==> config.mk <==
export PLATFORM = sky130hd
export DESIGN_NAME = sign_pos_counter_flat
export DESIGN_NICKNAME = d
export VERILOG_FILES = /design/src/rtl/sign_pos_counter_if.sv /design/src/rtl/sign_pos_counter.sv /design/src/flat_wrapper.sv
export SDC_FILE = /design/constraint.sdc
export NUM_CORES = 1
export LEC_CHECK = 0
export BUFFER_PORTS_ARGS = -buffer_cell sky130_fd_sc_hd__clkbuf_2
export CAP_MARGIN = 20
export CORE_MARGIN = 2
export CORE_UTILIZATION = 45
export DETAILED_ROUTE_END_ITERATION = 10
export PLACE_DENSITY = 0.69
export REMOVE_ABC_BUFFERS = 1
export SETUP_SLACK_MARGIN = 0.5
export SKIP_LAST_GASP = 1
export SYNTH_ARGS = -nofsm -noshare
export SYNTH_HDL_FRONTEND = slang
export SYNTH_SLANG_ARGS = --single-unit
==> constraint.sdc <==
create_clock -name clk -period 5.1 [get_ports clk]
set_input_delay 0.765 -clock clk [delete_from_list [all_inputs] [get_ports clk]]
set_output_delay 0.765 -clock clk [all_outputs]
set_load 0.01 [all_outputs]
==> src/rtl/sign_pos_counter_if.sv <==
// Record read port of the sign-bit position counter.
// master: the counter (record source); slave: the consumer popping records.
interface sign_pos_counter_if #(
   parameter int unsigned CNT_W = 7
);
   logic             cnt_rd_en;
   logic [CNT_W-1:0] cnt_out;
   logic             sign_flag_out;
   logic             extend_flag_out;
   logic             cnt_valid;
   logic             cnt_afull;

   modport master (
      input  cnt_rd_en,
      output cnt_out, sign_flag_out, extend_flag_out, cnt_valid, cnt_afull
   );

   modport slave (
      output cnt_rd_en,
      input  cnt_out, sign_flag_out, extend_flag_out, cnt_valid, cnt_afull
   );
endinterface

==> src/rtl/sign_pos_counter.sv <==
// Sign-bit position counter: tracks bitstream position from VLD advance/align
// strobes and queues distance records (sign/extend/skip/terminator) in a FIFO.
module sign_pos_counter #(
   parameter int unsigned CNT_W        = 7,
   parameter int unsigned ADV_W        = 5,
   parameter int unsigned LOC_W        = 5,
   parameter int unsigned DEPTH        = 16,
   parameter int unsigned AFULL_MARGIN = 4
) (
   input  logic             clk,
   input  logic             rst,
   input  logic             clk_en,
   input  logic [ADV_W-1:0] advance,
   input  logic             align,
   input  logic             sign_en,
   input  logic             extend_en,
   input  logic [LOC_W-1:0] sign_loc,
   input  logic             slice_end,
   sign_pos_counter_if.master cnt_if,
   output logic             err
);
   localparam int unsigned AW = $clog2(DEPTH);
   localparam int unsigned DW = CNT_W + 1;
   localparam int unsigned RW = CNT_W + 2;
   // Wide enough for dist + advance + pad + sign_loc without overflow.
   localparam int unsigned SW = DW + ADV_W + LOC_W + 4;

   localparam logic [SW-1:0]    SKIP_W    = SW'(2**CNT_W - 1);
   localparam logic [CNT_W-1:0] SKIP_C    = '1;
   localparam logic [AW:0]      OCC_ONE   = (AW+1)'(1);
   localparam logic [AW:0]      OCC_FULL  = (AW+1)'(DEPTH);
   localparam logic [AW:0]      OCC_AFULL = (AW+1)'(DEPTH - AFULL_MARGIN);
   localparam logic [AW-1:0]    PTR_ONE   = AW'(1);

   logic [DW-1:0]  dist_q, dist_d;
   logic [2:0]     phase_q, phase_d;
   logic           pend_q, pend_d;
   logic           err_q;

   logic [RW-1:0]  mem_q [DEPTH];
   logic [AW-1:0]  wr_ptr_q, rd_ptr_q;
   logic [AW:0]    occ_q;

   logic [SW-1:0]  adv_w, loc_w, pad_w, cnt_w, d_w;
   logic [2:0]     ph_a, pad;
   logic           wr_req, dist_err;
   logic [RW-1:0]  wr_rec;
   logic           rd_ok, wr_ok, ovf, full;
   logic [RW-1:0]  head;

   function automatic logic [CNT_W-1:0] sat_cnt(input logic [SW-1:0] v);
      return (v > SKIP_W) ? SKIP_C : v[CNT_W-1:0];
   endfunction

   // Next-state position tracking and record generation for this cycle.
   always_comb begin
      adv_w    = SW'(advance);
      loc_w    = SW'(sign_loc);
      ph_a     = 3'(SW'(phase_q) + adv_w);
      pad      = align ? (3'd0 - ph_a) : 3'd0;
      pad_w    = SW'(pad);
      phase_d  = ph_a + pad;
      cnt_w    = SW'(dist_q) + loc_w;
      d_w      = SW'(dist_q) + adv_w + pad_w;
      dist_d   = dist_q;
      pend_d   = pend_q;
      wr_req   = 1'b0;
      wr_rec   = '0;
      dist_err = 1'b0;
      if (sign_en | extend_en) begin
         wr_req = 1'b1;
         wr_rec = {extend_en, sign_en, sat_cnt(cnt_w)};
         if (cnt_w > SKIP_W) dist_err = 1'b1;
         if (loc_w < adv_w) begin
            dist_d = DW'(adv_w - loc_w - SW'(1) + pad_w);
         end else begin
            dist_d   = DW'(pad_w);
            dist_err = 1'b1;
         end
         // A slice end on an event cycle defers its terminator by one cycle.
         if (slice_end) pend_d = 1'b1;
      end else if (slice_end | pend_q) begin
         wr_req = 1'b1;
         wr_rec = {2'b11, sat_cnt(d_w)};
         dist_d = '0;
         pend_d = 1'b0;
      end else if (d_w >= SKIP_W) begin
         wr_req = 1'b1;
         wr_rec = {2'b00, SKIP_C};
         dist_d = DW'(d_w - SKIP_W);
      end else begin
         dist_d = DW'(d_w);
      end
   end

   // FIFO handshake: reads on empty are ignored, writes on full are dropped.
   always_comb begin
      full  = (occ_q == OCC_FULL);
      rd_ok = cnt_if.cnt_rd_en & (occ_q != '0);
      wr_ok = wr_req & (~full | rd_ok);
      ovf   = wr_req & full & ~rd_ok;
   end

   // Position state, sticky error, FIFO pointers and occupancy.
   always_ff @(posedge clk) begin
      if (rst) begin
         dist_q   <= '0;
         phase_q  <= '0;
         pend_q   <= 1'b0;
         err_q    <= 1'b0;
         wr_ptr_q <= '0;
         rd_ptr_q <= '0;
         occ_q    <= '0;
      end else if (clk_en) begin
         dist_q  <= dist_d;
         phase_q <= phase_d;
         pend_q  <= pend_d;
         if (dist_err | ovf) err_q <= 1'b1;
         if (wr_ok) wr_ptr_q <= wr_ptr_q + PTR_ONE;
         if (rd_ok) rd_ptr_q <= rd_ptr_q + PTR_ONE;
         case ({wr_ok, rd_ok})
            2'b10:   occ_q <= occ_q + OCC_ONE;
            2'b01:   occ_q <= occ_q - OCC_ONE;
            default: occ_q <= occ_q;
         endcase
      end
   end

   // FIFO storage; contents are unreset and masked by cnt_valid at the head.
   always_ff @(posedge clk) begin
      if (!rst && clk_en && wr_ok) mem_q[wr_ptr_q] <= wr_rec;
   end

   assign head                   = mem_q[rd_ptr_q];
   assign cnt_if.cnt_valid       = (occ_q != '0);
   assign cnt_if.cnt_out         = cnt_if.cnt_valid ? head[CNT_W-1:0] : '0;
   assign cnt_if.sign_flag_out   = cnt_if.cnt_valid & head[CNT_W];
   assign cnt_if.extend_flag_out = cnt_if.cnt_valid & head[CNT_W+1];
   assign cnt_if.cnt_afull       = (occ_q >= OCC_AFULL);
   assign err                    = err_q;
endmodule

==> src/flat_wrapper.sv <==
// flat-port wrapper written by rule: the top's interface ports become plain ports
module sign_pos_counter_flat 
#(
   parameter int unsigned CNT_W        = 7,
   parameter int unsigned ADV_W        = 5,
   parameter int unsigned LOC_W        = 5,
   parameter int unsigned DEPTH        = 16,
   parameter int unsigned AFULL_MARGIN = 4
)
  (clk, rst, clk_en, advance, align, sign_en, extend_en, sign_loc, slice_end, err, cnt_if_cnt_rd_en, cnt_if_cnt_out, cnt_if_sign_flag_out, cnt_if_extend_flag_out, cnt_if_cnt_valid, cnt_if_cnt_afull);
  sign_pos_counter_if #(.CNT_W(CNT_W)) cnt_if_i ();
  input  logic clk;
  input  logic rst;
  input  logic clk_en;
  input  logic [ADV_W-1:0] advance;
  input  logic align;
  input  logic sign_en;
  input  logic extend_en;
  input  logic [LOC_W-1:0] sign_loc;
  input  logic slice_end;
  output logic err;
  input wire logic [$bits(cnt_if_i.cnt_rd_en)-1:0] cnt_if_cnt_rd_en;
  output wire logic [$bits(cnt_if_i.cnt_out)-1:0] cnt_if_cnt_out;
  output wire logic [$bits(cnt_if_i.sign_flag_out)-1:0] cnt_if_sign_flag_out;
  output wire logic [$bits(cnt_if_i.extend_flag_out)-1:0] cnt_if_extend_flag_out;
  output wire logic [$bits(cnt_if_i.cnt_valid)-1:0] cnt_if_cnt_valid;
  output wire logic [$bits(cnt_if_i.cnt_afull)-1:0] cnt_if_cnt_afull;
  assign cnt_if_i.cnt_rd_en = cnt_if_cnt_rd_en;
  assign cnt_if_cnt_out = cnt_if_i.cnt_out;
  assign cnt_if_sign_flag_out = cnt_if_i.sign_flag_out;
  assign cnt_if_extend_flag_out = cnt_if_i.extend_flag_out;
  assign cnt_if_cnt_valid = cnt_if_i.cnt_valid;
  assign cnt_if_cnt_afull = cnt_if_i.cnt_afull;
  sign_pos_counter #(.CNT_W(CNT_W), .ADV_W(ADV_W), .LOC_W(LOC_W), .DEPTH(DEPTH), .AFULL_MARGIN(AFULL_MARGIN)) u_core (.clk(clk), .rst(rst), .clk_en(clk_en), .advance(advance), .align(align), .sign_en(sign_en), .extend_en(extend_en), .sign_loc(sign_loc), .slice_end(slice_end), .cnt_if(cnt_if_i), .err(err));
endmodule
==> results of run 1 <==
==> Yosys cell counts, drive strengths merged (16+ instances only) <==
master  number
a21oi       20
clkbuf      16
dfxtp       30
edfxtp     144
ha          36
inv         29
mux4        45
nand2       28
nor2        56
o21ai       30
xnor2       19
==> worst min path at each step <==
stage / start / endpoint / slack [ps] / cells past startpoint
6_report: u_core.rd_ptr_q[3]$_SDFFE_PP0P_ / u_core.rd_ptr_q[3]$_SDFFE_PP0P_ / 500 / 2
4_1_cts: u_core.rd_ptr_q[1]$_SDFFE_PP0P_ / u_core.rd_ptr_q[1]$_SDFFE_PP0P_ / 500 / 2
2_1_floorplan: u_core.rd_ptr_q[3]$_SDFFE_PP0P_ / register / 450 / 2
3_5_place_dp: u_core.rd_ptr_q[3]$_SDFFE_PP0P_ / register / 480 / 2
5_1_grt: u_core.rd_ptr_q[1]$_SDFFE_PP0P_ / u_core.rd_ptr_q[1]$_SDFFE_PP0P_ / 540 / 2
3_3_place_gp: u_core.phase_q[0]$_SDFFE_PP0P_ / u_core.phase_q[0]$_SDFFE_PP0P_ / 480 / 2
==> timing repair <==
action,4_1_cts,5_1_grt
setup endpoints to repair,272,274
cloned,14,8
gates resized for setup,119,126
pin swaps,34,42
setup buffers,20,17
hold buffers,0,0
==> logic make-up after synthesis <==
kind of cell	after synthesis	share of synthesized area, %
AO/OA/AOI/OAI	90	7.02
flip-flops	174	58.0
XOR/XNOR	31	3.20
AND/OR/NAND/NOR	161	9.45
buffers and inverters	55	2.58
adder cells (fa/ha/maj)	42	6.72
multiplexers	53	13.0
==> routing by layer <==
metal | share of wire [%] | GRT usage [%]
met1 | 39 | 24.9
met2 | 53 | 37.7
met3 | 5.0 | 3.88
met4 | 2.9 | 8.16
met5 | 0 | 0
==> power by group through the flow <==
stage,combinational [mW],sequential (mW),clock (mW)
after floorplan,0.435,1.68,0
after global placement,0.675,1.68,0
after detailed placement,0.699,1.68,0
after CTS,0.783,1.65,1.18
after global routing,1.06,1.65,1.23
final,0.988,1.65,1.16
==> area by class of cell <==
class / instances / share of cell area (%)
repair buffers: 145 / 11.6
clock inverters: 13 / 0.816
well taps: 234 / 2.65
inverters: 30 / 1.06
flip-flops and latches: 174 / 44.6
multi-input cells: 377 / 35.4
clock buffers: 19 / 3.92
==> metrics by stage <==
step	total power, mW	instances
CTS	3.61	966
global placement	2.35	900
finish	3.80	992
floorplan	2.12	581
global route	3.95	992
detailed placement	2.38	900
==> state kept, by name, indices dropped and copies added, names as in the netlist, named ones only <==
name,cells
u_core.dist_q,8
u_core.err,1
u_core.mem_q,144
u_core.occ_q,5
u_core.pend_q,1
u_core.phase_q,3
u_core.rd_ptr_q,4
u_core.wr_ptr_q,4
==> worst min-delay path, stage by stage, from the launching register on <==
cell and delay, ps:
dfxtp_1 310, o21ai_0 60, a21oi_1 70
==> reports/qor.yml, run 1 <==
yosys:
  async_flop_share_pct: 0
  synth-seq-cells: 174
  synthCells: 606
  ys_top_cells_by_area: "edfxtp_1 51%, mux4_2 12%, dfxtp_1 7.1%"
  yosysUniqueCellTypes: 57
  synth_area_per_cell_sq_um: 14.0
  ys.flop_type: "edfxtp_1"
  synth_area_sq_um: 8480
  netlist.area_leader.share_pct: 51.0
  synth-edff-count: 144
  yosysTopAreaCell: "edfxtp_1"
  yosysWarnings: 0
  ys_seq_area_share_pct: 58.0
worst_setup_path:
  crit_fanout: 5
  critical_path_depth: 24
  crit_path_end_kind: "register"
  r2r_cells: 22
  crit_arrival_ps: 5220
  r2r_slack_ps: 70
  cp_common_cell: "buf_6"
  crit_slowest_cell: "fa_2"
  r2r-start: "u_core.phase_q[0]$_SDFFE_PP0P_"
  critPathKind: "input pin to register"
  path_delay_family: "adder cells"
  crit_buf_inv: 8
  cp_slowest_stage_delay_ps: 460
  worst-endpoint-required_ps: 5240
  path_cells: "buf_6, ha_4, inv_2, fa_2, ha_4, xnor2_2, xnor2_1, nand2_1, xnor2_1, ha_1, inv_2, fa_2, buf_6, xor2_4, nor3b_2, nor3b_2, buf_4, a32oi_4, buf_6, buf_6, a21o_1, or3_4, nor2_4, buf_6"
  worstReg2RegEnd: "u_core.mem_q[2][8]$_DFFE_PP_"
  crit_end: "u_core.mem_q[2][8]$_DFFE_PP_"
  crit_path_start: "advance[0]"
  critical_path.startpoint_type: "input pin"
placement:
  dpl_cell_area_sq_um: 9240
  port-buffer-count: 29
  dpl_worst_slack_ps: -643
  gp_congestion: 0.870
  dp_hpwl_um: 12800
die:
  dieArea_sq_um: 20000
  core_area_sq_um: 18600
  start_util_pct: 45.7
  die_h_um: 141
  io_pins: 30
  placement_rows: 50
  die_width_um: 141
layout:
  drive_above_1_share_pct: 40.9
  fin_nets: 805
  ff_latch_area_sq_um: 4930
  final_cell_mix: "144 x edfxtp_1, 63 x buf_6, 51 x buf_4, 45 x mux4_2, 42 x nor2_1"
  fin_util_pct: 59.4
  multi_input_comb_area_sq_um: 3910
  fill_cells: 1381
  final_common_cell: "edfxtp_1"
  fin_area_sq_um: 11000
  n_antenna_cell: 0
  synthToLayoutAreaGrowth_pct: 30.2
cts:
  clkSlewWorstSetupHoldPaths_ps: 60
  clock-sinks: 174
  cts_tree: "yes"
  root_buffer: "clkbuf_16"
  numCtsBuffers: 17
  htree_levels: 4
  insertion_delay_ps: 420
  clock_path_buffers: 2
global_route:
  grt_max_degree: 37
  grt-ovfl-total: 0
  antenna_found_initial: 0
  first_global_vias: 5637
  grt_pass1_wl_um: 31300
  grtUsageTotal_pct: 20.9
timing:
  hold_ws_ps: 496
  fin_tns_setup_ps: 0
  skew_ps: 9.90
  timing.final.crit_share_pct: 99.6
  hold_violations: 0
  max_freq_mhz: 197
  maxSlewViolCount: 0
  rsz0062_at_grt: "yes"
  setup_ws_ps: 22.4
  relSlewSlack_pct: 23.9
  setup_violations: 0
  worst_pin_slew_ps: 1140
  period_needed_ps: 5080
flow_run:
  cap_violations: 0
pwr:
  power_density_nw_per_um2: 344
  ir_drop_mv: 0.277
  power.share.clock_pct: 30.6
  leakagePower_nw: 4.03
  pwr-share-comb_pct: 26.0
  pwr-share-seq_pct: 43.4
  p_switching_mw: 1.09
  p_int_mw: 2.71
  swShare_pct: 28.6
hold_path:
  hp-class: "register to register"
drt:
  drt_wl_total_um: 21400
  ant_nets: 0
  wire_per_inst_um: 21.6
  num_vias: 5689
  first_pass_iters: 5
  viasPerCell: 5.73
  drc: 0
  drt_iter0_drc: 454
status:
  status: "finished clean"
(Power assumes the default switching activity.)
==> run 2, diff against run 1 <==
Settings changed: PLACE_DENSITY 0.69 to 0.67.
Clock period 5.1 ns to 4.7 ns, I/O delays scaled along.
==> reports/qor.yml, run 2 (synthesized netlist as in run 1, its figures left out) <==
timing:
  worst_pin_slew_ps: 752  # -388 ps
  setup_ws_ps: -326  # -348 ps
  fin_tns_setup_ps: -42380  # -42380 ps
  max_freq_mhz: 199
  skew_ps: 5.88  # -4.02 ps
  rsz0062_at_grt: "yes"
  relSlewSlack_pct: 49.9  # +26 points
  period_needed_ps: 5030
  maxSlewViolCount: 0  # unchanged
  timing.final.crit_share_pct: 107
  hold_violations: 0  # unchanged
  setup_violations: 225  # +225
worst_setup_path:
  crit_fanout: 5  # unchanged
  crit_path_end_kind: "register"
  crit_slowest_cell: "fa_2"
  cp_slowest_stage_delay_ps: 460  # about the same
  critical_path.startpoint_type: "input pin"
  worst-endpoint-required_ps: 4840  # -400 ps
  cp_common_cell: "buf_6"
  crit_arrival_ps: 5160  # -60 ps
  critPathKind: "input pin to register"
placement:
  gp_congestion: 0.870  # about the same
  dp_hpwl_um: 12500  # -2.2%
  port-buffer-count: 29  # unchanged
  dpl_worst_slack_ps: -948  # -305 ps
global_route:
  grt-ovfl-total: 0  # unchanged
  busiest_layer: "met2"
  grtUsageTotal_pct: 19.8  # -1.2 points
  use_met1_pct: 24.4  # -0.50 points
  grt_max_degree: 37  # unchanged
  grt_pass1_wl_um: 29700  # -5.2%
  antenna_found_initial: 0  # unchanged
  met2_usage_pct: 34.7  # -3.1 points
  grtUsageMet3_pct: 3.81  # -0.067 points
  first_global_vias: 5467  # -3.0%
die:
  placement_rows: 50  # unchanged
  die_h_um: 141  # unchanged
  core_area_sq_um: 18600  # unchanged
  io_pins: 30  # unchanged
  dieArea_sq_um: 20000  # unchanged
  die_width_um: 141  # unchanged
  start_util_pct: 45.7  # unchanged
pwr:
  power.share.clock_pct: 32.6  # +2.0 points
  leakagePower_nw: 3.89  # -3.4%
  swShare_pct: 27.4  # -1.2 points
  p_int_mw: 2.91  # +7.2%
  power_density_nw_per_um2: 373  # +8.5%
  p_switching_mw: 1.10  # +0.95%
  pwr-share-seq_pct: 44.5  # +1.1 points
  pwr-share-comb_pct: 22.9  # -3.1 points
  ir_drop_mv: 0.292  # +5.4%
layout:
  largest_reg_flops: 144  # unchanged
  final_common_cell: "edfxtp_1"
  synthToLayoutAreaGrowth_pct: 26.5
  reg.largest.list: "u_core.mem_q: 144 flops, u_core.dist_q: 8 flops, u_core.occ_q: 5 flops"
  drive_above_1_share_pct: 36.7  # -4.2 points
  fin_nets: 788  # -2.1%
  final_cell_mix: "144 x edfxtp_1, 49 x buf_6, 48 x buf_4, 45 x mux4_2, 43 x nor2_1"
  regMostFlops: "u_core.mem_q"
  n_antenna_cell: 0  # unchanged
flow_run:
  cap_violations: 0  # unchanged
cts:
  insertion_delay_ps: 430  # about the same
  clkSlewWorstSetupHoldPaths_ps: 60  # about the same
  clock_path_buffers: 2  # unchanged
  root_buffer: "clkbuf_16"
  cts_tree: "yes"
  htree_levels: 4  # unchanged
  postCtsHoldBufs: 0  # unchanged
  numCtsBuffers: 17  # unchanged
  clock-sinks: 174  # unchanged
drt:
  num_vias: 5557  # -2.3%
  wire_per_inst_um: 20.6  # -4.8%
  drc: 0  # unchanged
  viasPerCell: 5.70  # -0.62%
  drt_wl_total_um: 20000  # -6.5%
  ant_nets: 0  # unchanged
  drt_iter0_drc: 419  # -7.7%
  first_pass_iters: 5  # unchanged
hold_path:
  hp-class: "register to register"
status:
  violations: "setup timing"
  status: "complete, but fails checks"
[run 2: cell count changes in the layout (fill, tap and decap cells not counted), moves of 3 or more]
cell / delta
buf_4: -3
nand2_1: +3
xnor2_1: +7
buf_6: -14
o21ai_0: +4
o21ai_1: -3
xnor2_2: -5
[run 2: worst paths after layout]
check        depth (start not counted)  slack [ps]                            start                               to
max                                 26        -330                       advance[0]     u_core.mem_q[1][1]$_DFFE_PP_
max reg2reg                         25        -300   u_core.phase_q[0]$_SDFFE_PP0P_     u_core.mem_q[1][1]$_DFFE_PP_
min reg2reg                          2         500  u_core.rd_ptr_q[1]$_SDFFE_PP0P_  u_core.rd_ptr_q[1]$_SDFFE_PP0P_
min                                  2         500  u_core.rd_ptr_q[1]$_SDFFE_PP0P_  u_core.rd_ptr_q[1]$_SDFFE_PP0P_
[run 2: repair_timing]
item | 4_1_cts | 5_1_grt
pin swaps | 30 | 25
endpoints found under the setup margin | 274 | 274
endpoints found under the hold margin | 0 | 0
resized for setup | 87 | 100
setup buffers | 6 | 9
gates cloned | 10 | 9
[run 2: power by group through the flow]
stage	Combinational, mW	Clock, mW	Sequential [mW]
5_1_grt	1.01	1.38	1.79
4_1_cts	0.824	1.32	1.78
3_5_place_dp	0.762	0	1.81
6_report	0.920	1.30	1.78
2_1_floorplan	0.472	0	1.83
3_3_place_gp	0.737	0	1.81
[run 2: cell type report]
cell class,count,area [sq um]
Multi-Input combinational cell,377,3750
Clock inverter,14,118
Inverter,30,114
Clock buffer,18,429
Fill cell,1403,7850
Timing Repair Buffer,128,1100
Sequential cell,174,4930
Tap cell,234,293
[run 2: critical path: cells and delay by family]
kind                     cells  cell delay (ps)
adder cells (fa/ha/maj)      5             1490
AND/OR/NAND/NOR              4              910
XOR/XNOR                     3              440
AO/OA/AOI/OAI                4              490
buffers and inverters       10             1130
[run 2: stage by stage]
step | utilization, % | cells | cell area, sq um | hold WS, ps | power, mW
after floorplan | - | 581 | 8380 | 452 | 2.30
after global placement | 50.0 | 907 | 9290 | 478 | 2.55
after detailed placement | 50.0 | 907 | 9290 | 485 | 2.58
after CTS | 55.2 | 955 | 10300 | 497 | 3.92
after global routing | 57.8 | 975 | 10700 | 533 | 4.17
final | 57.8 | 975 | 10700 | 503 | 4.01
[run 2: metal layers]
layer / wire length, um / vias up
met5: 0 / -
li1: - / 2542
met3: 890 / 40
met1: 8210 / 2824
met4: 539 / 0
met2: 10400 / 151
==> run 3, diff against run 2 <==
Settings changed: CORE_MARGIN 2 to default.
Clock period 4.7 ns to 5.1 ns, I/O delays scaled along.
==> reports/qor.yml, run 3 (synthesized netlist as in run 1, its figures left out) <==
pwr:
  pwr-share-comb_pct: 24.6  # +1.7 points
  ir_drop_mv: 0.249  # -15%
  swShare_pct: 29.4  # +2.0 points
  power.share.clock_pct: 32.5  # about the same
  pwr-share-seq_pct: 42.9  # -1.6 points
  leakagePower_nw: 4.07  # +4.7%
  p_switching_mw: 1.13  # +3.4%
  power_density_nw_per_um2: 348  # -6.8%
  p_int_mw: 2.72  # -6.4%
cts:
  clkSlewWorstSetupHoldPaths_ps: 70  # about the same
  root_buffer: "clkbuf_16"
  cts_tree: "yes"
  numCtsBuffers: 17  # unchanged
  clock_path_buffers: 2  # unchanged
  clock-sinks: 174  # unchanged
  insertion_delay_ps: 430  # about the same
  htree_levels: 4  # unchanged
global_route:
  first_global_vias: 5733  # +4.9%
  grtUsageTotal_pct: 22.1  # +2.4 points
  antenna_found_initial: 0  # unchanged
  grt-ovfl-total: 0  # unchanged
  grt_pass1_wl_um: 32200  # +8.5%
  grtUsageMet3_pct: 3.85  # +0.040 points
  met2_usage_pct: 39.9  # +5.2 points
  busiest_layer: "met2"
  grt_max_degree: 37  # unchanged
  use_met1_pct: 27.5  # +3.1 points
placement:
  dp_hpwl_um: 12600  # +0.53%
  gp_congestion: 0.826  # -5.0%
  dp.cells: 901  # -0.66%
  port-buffer-count: 29  # unchanged
layout:
  fin_nets: 811  # +2.9%
  ff_latch_area_sq_um: 4930  # about the same
  n_antenna_cell: 0  # unchanged
  multi_input_comb_area_sq_um: 3840  # +2.5%
  reg.largest.list: "u_core.mem_q: 144 flops, u_core.dist_q: 8 flops, u_core.occ_q: 5 flops"
  synthToLayoutAreaGrowth_pct: 30.7
  final_common_cell: "edfxtp_1"
  largest_reg_flops: 144  # unchanged
  drive_above_1_share_pct: 41.2  # +4.5 points
  final_cell_mix: "144 x edfxtp_1, 63 x buf_6, 56 x buf_4, 45 x mux4_2, 42 x nor2_1"
  regMostFlops: "u_core.mem_q"
  fill_cells: 1334  # -4.9%
  stdcell_count: 993  # +1.8%
drt:
  num_vias: 5595  # +0.68%
  drt_wl_total_um: 20800  # +3.8%
  first_pass_iters: 8  # +3
  drt_iter0_drc: 338  # -19%
  drc: 1  # +1
  wire_per_inst_um: 21.0  # +1.9%
  ant_nets: 0  # unchanged
  viasPerCell: 5.63  # -1.1%
timing:
  fin_tns_setup_ps: 0  # +42380 ps
  hold_violations: 0  # unchanged
  period_needed_ps: 5030
  rsz0062_at_grt: "yes"
  max_freq_mhz: 199
  relSlewSlack_pct: 46.9  # -3.0 points
  skew_ps: 10.3  # +4.44 ps
  setup_violations: 0  # -100%
  worst_pin_slew_ps: 794  # +42.0 ps
  timing.final.crit_share_pct: 98.7
  maxSlewViolCount: 0  # unchanged
worst_setup_path:
  path_cells: "buf_8, ha_4, inv_2, fa_2, ha_4, xnor2_4, xnor2_2, nand2_2, xnor2_2, ha_1, ha_1, a211oi_4, nor2_1, or4_4, a32oi_4, nand3_2, buf_4, clkinv_2, ha_4, buf_4, nor2b_1, o21ai_1, o211ai_1, a21o_1"
  critical_path.startpoint_type: "input pin"
  cp_common_cell: "ha_4"
  worst-endpoint-required_ps: 5430  # +590 ps
  crit_arrival_ps: 5360  # +200 ps
  crit_fanout: 4  # -1
  crit_slowest_cell: "or4_4"
  cp_slowest_stage_delay_ps: 510  # +50 ps
  critPathKind: "input pin to register"
  crit_path_end_kind: "register"
hold_path:
  hp-class: "register to register"
die:
  die_h_um: 139  # -1.4%
  start_util_pct: 46.6  # +0.93 points
  placement_rows: 49  # -2.0%
  die_width_um: 139  # -1.4%
  dieArea_sq_um: 19400  # -2.8%
  core_area_sq_um: 18200  # -2.0%
  io_pins: 30  # unchanged
status:
  status: "complete, but fails checks"
  violations: "DRC"
flow_run:
  cap_violations: 0  # unchanged
run 3: final timing paths:
path	slack, ps	cells past startpoint	from	end
hold reg to reg	500	2	u_core.rd_ptr_q[3]$_SDFFE_PP0P_	register
setup reg to reg	120	23	u_core.phase_q[0]$_SDFFE_PP0P_	u_core.occ_q[3]$_SDFFE_PP0P_
setup / recovery	70	24	advance[0]	u_core.occ_q[3]$_SDFFE_PP0P_
hold / removal	500	2	u_core.rd_ptr_q[3]$_SDFFE_PP0P_	register
run 3: power by group through the flow:
stage | registers (mW) | clock network [mW] | logic [mW]
detailed placement | 1.68 | 0 | 0.699
CTS | 1.65 | 1.26 | 0.884
finish | 1.65 | 1.25 | 0.951
global placement | 1.68 | 0 | 0.680
global route | 1.66 | 1.31 | 1.03
floorplan | 1.68 | 0 | 0.435
run 3: metal layers:
| metal | share of wire (%) | vias to the layer above |
|---|---|---|
| li1 | - | 2581 |
| met1 | 42 | 2850 |
| met2 | 54 | 139 |
| met3 | 3.5 | 25 |
| met4 | 1.1 | 0 |
| met5 | 0 | - |
run 3: what timing repair did:
| action | CTS | global route |
|---|---|---|
| pin swaps | 46 | 20 |
| hold buffers | 0 | 0 |
| endpoints found under the setup margin | 272 | 274 |
| setup buffers | 33 | 6 |
| gates resized for setup | 185 | 38 |
| cloned | 19 | 0 |
run 3: layout make-up:
| cell class | count | area share [%] |
|---|---|---|
| clock buffer | 18 | 3.87 |
| clock inverter | 14 | 1.37 |
| inverter | 30 | 1.03 |
| multi-input combinational | 377 | 34.6 |
| sequential | 174 | 44.4 |
| tap | 229 | 2.58 |
| timing repair buffer | 151 | 12.1 |
run 3: worst max-delay path: cells and delay by family:
family          cells  cell delay (ps)
compound gates      5              950
fa+ha+maj           6             1680
simple gates        5              970
buf+inv             5              540
xor+xnor            3              470
run 3: through the flow:
step                setup slack (ps)  utilization, %  total power [mW]  hold slack, ps  area (sq um)
finish                          67.4            60.9              3.86             496         11100
global route                   -59.1            60.9              4.00             530         11100
CTS                              148            59.5              3.80             499         10800
detailed placement              -597            51.0              2.38             481          9280
global placement                -486            51.0              2.36             479          9280
floorplan                       -613               -              2.12             452          8380
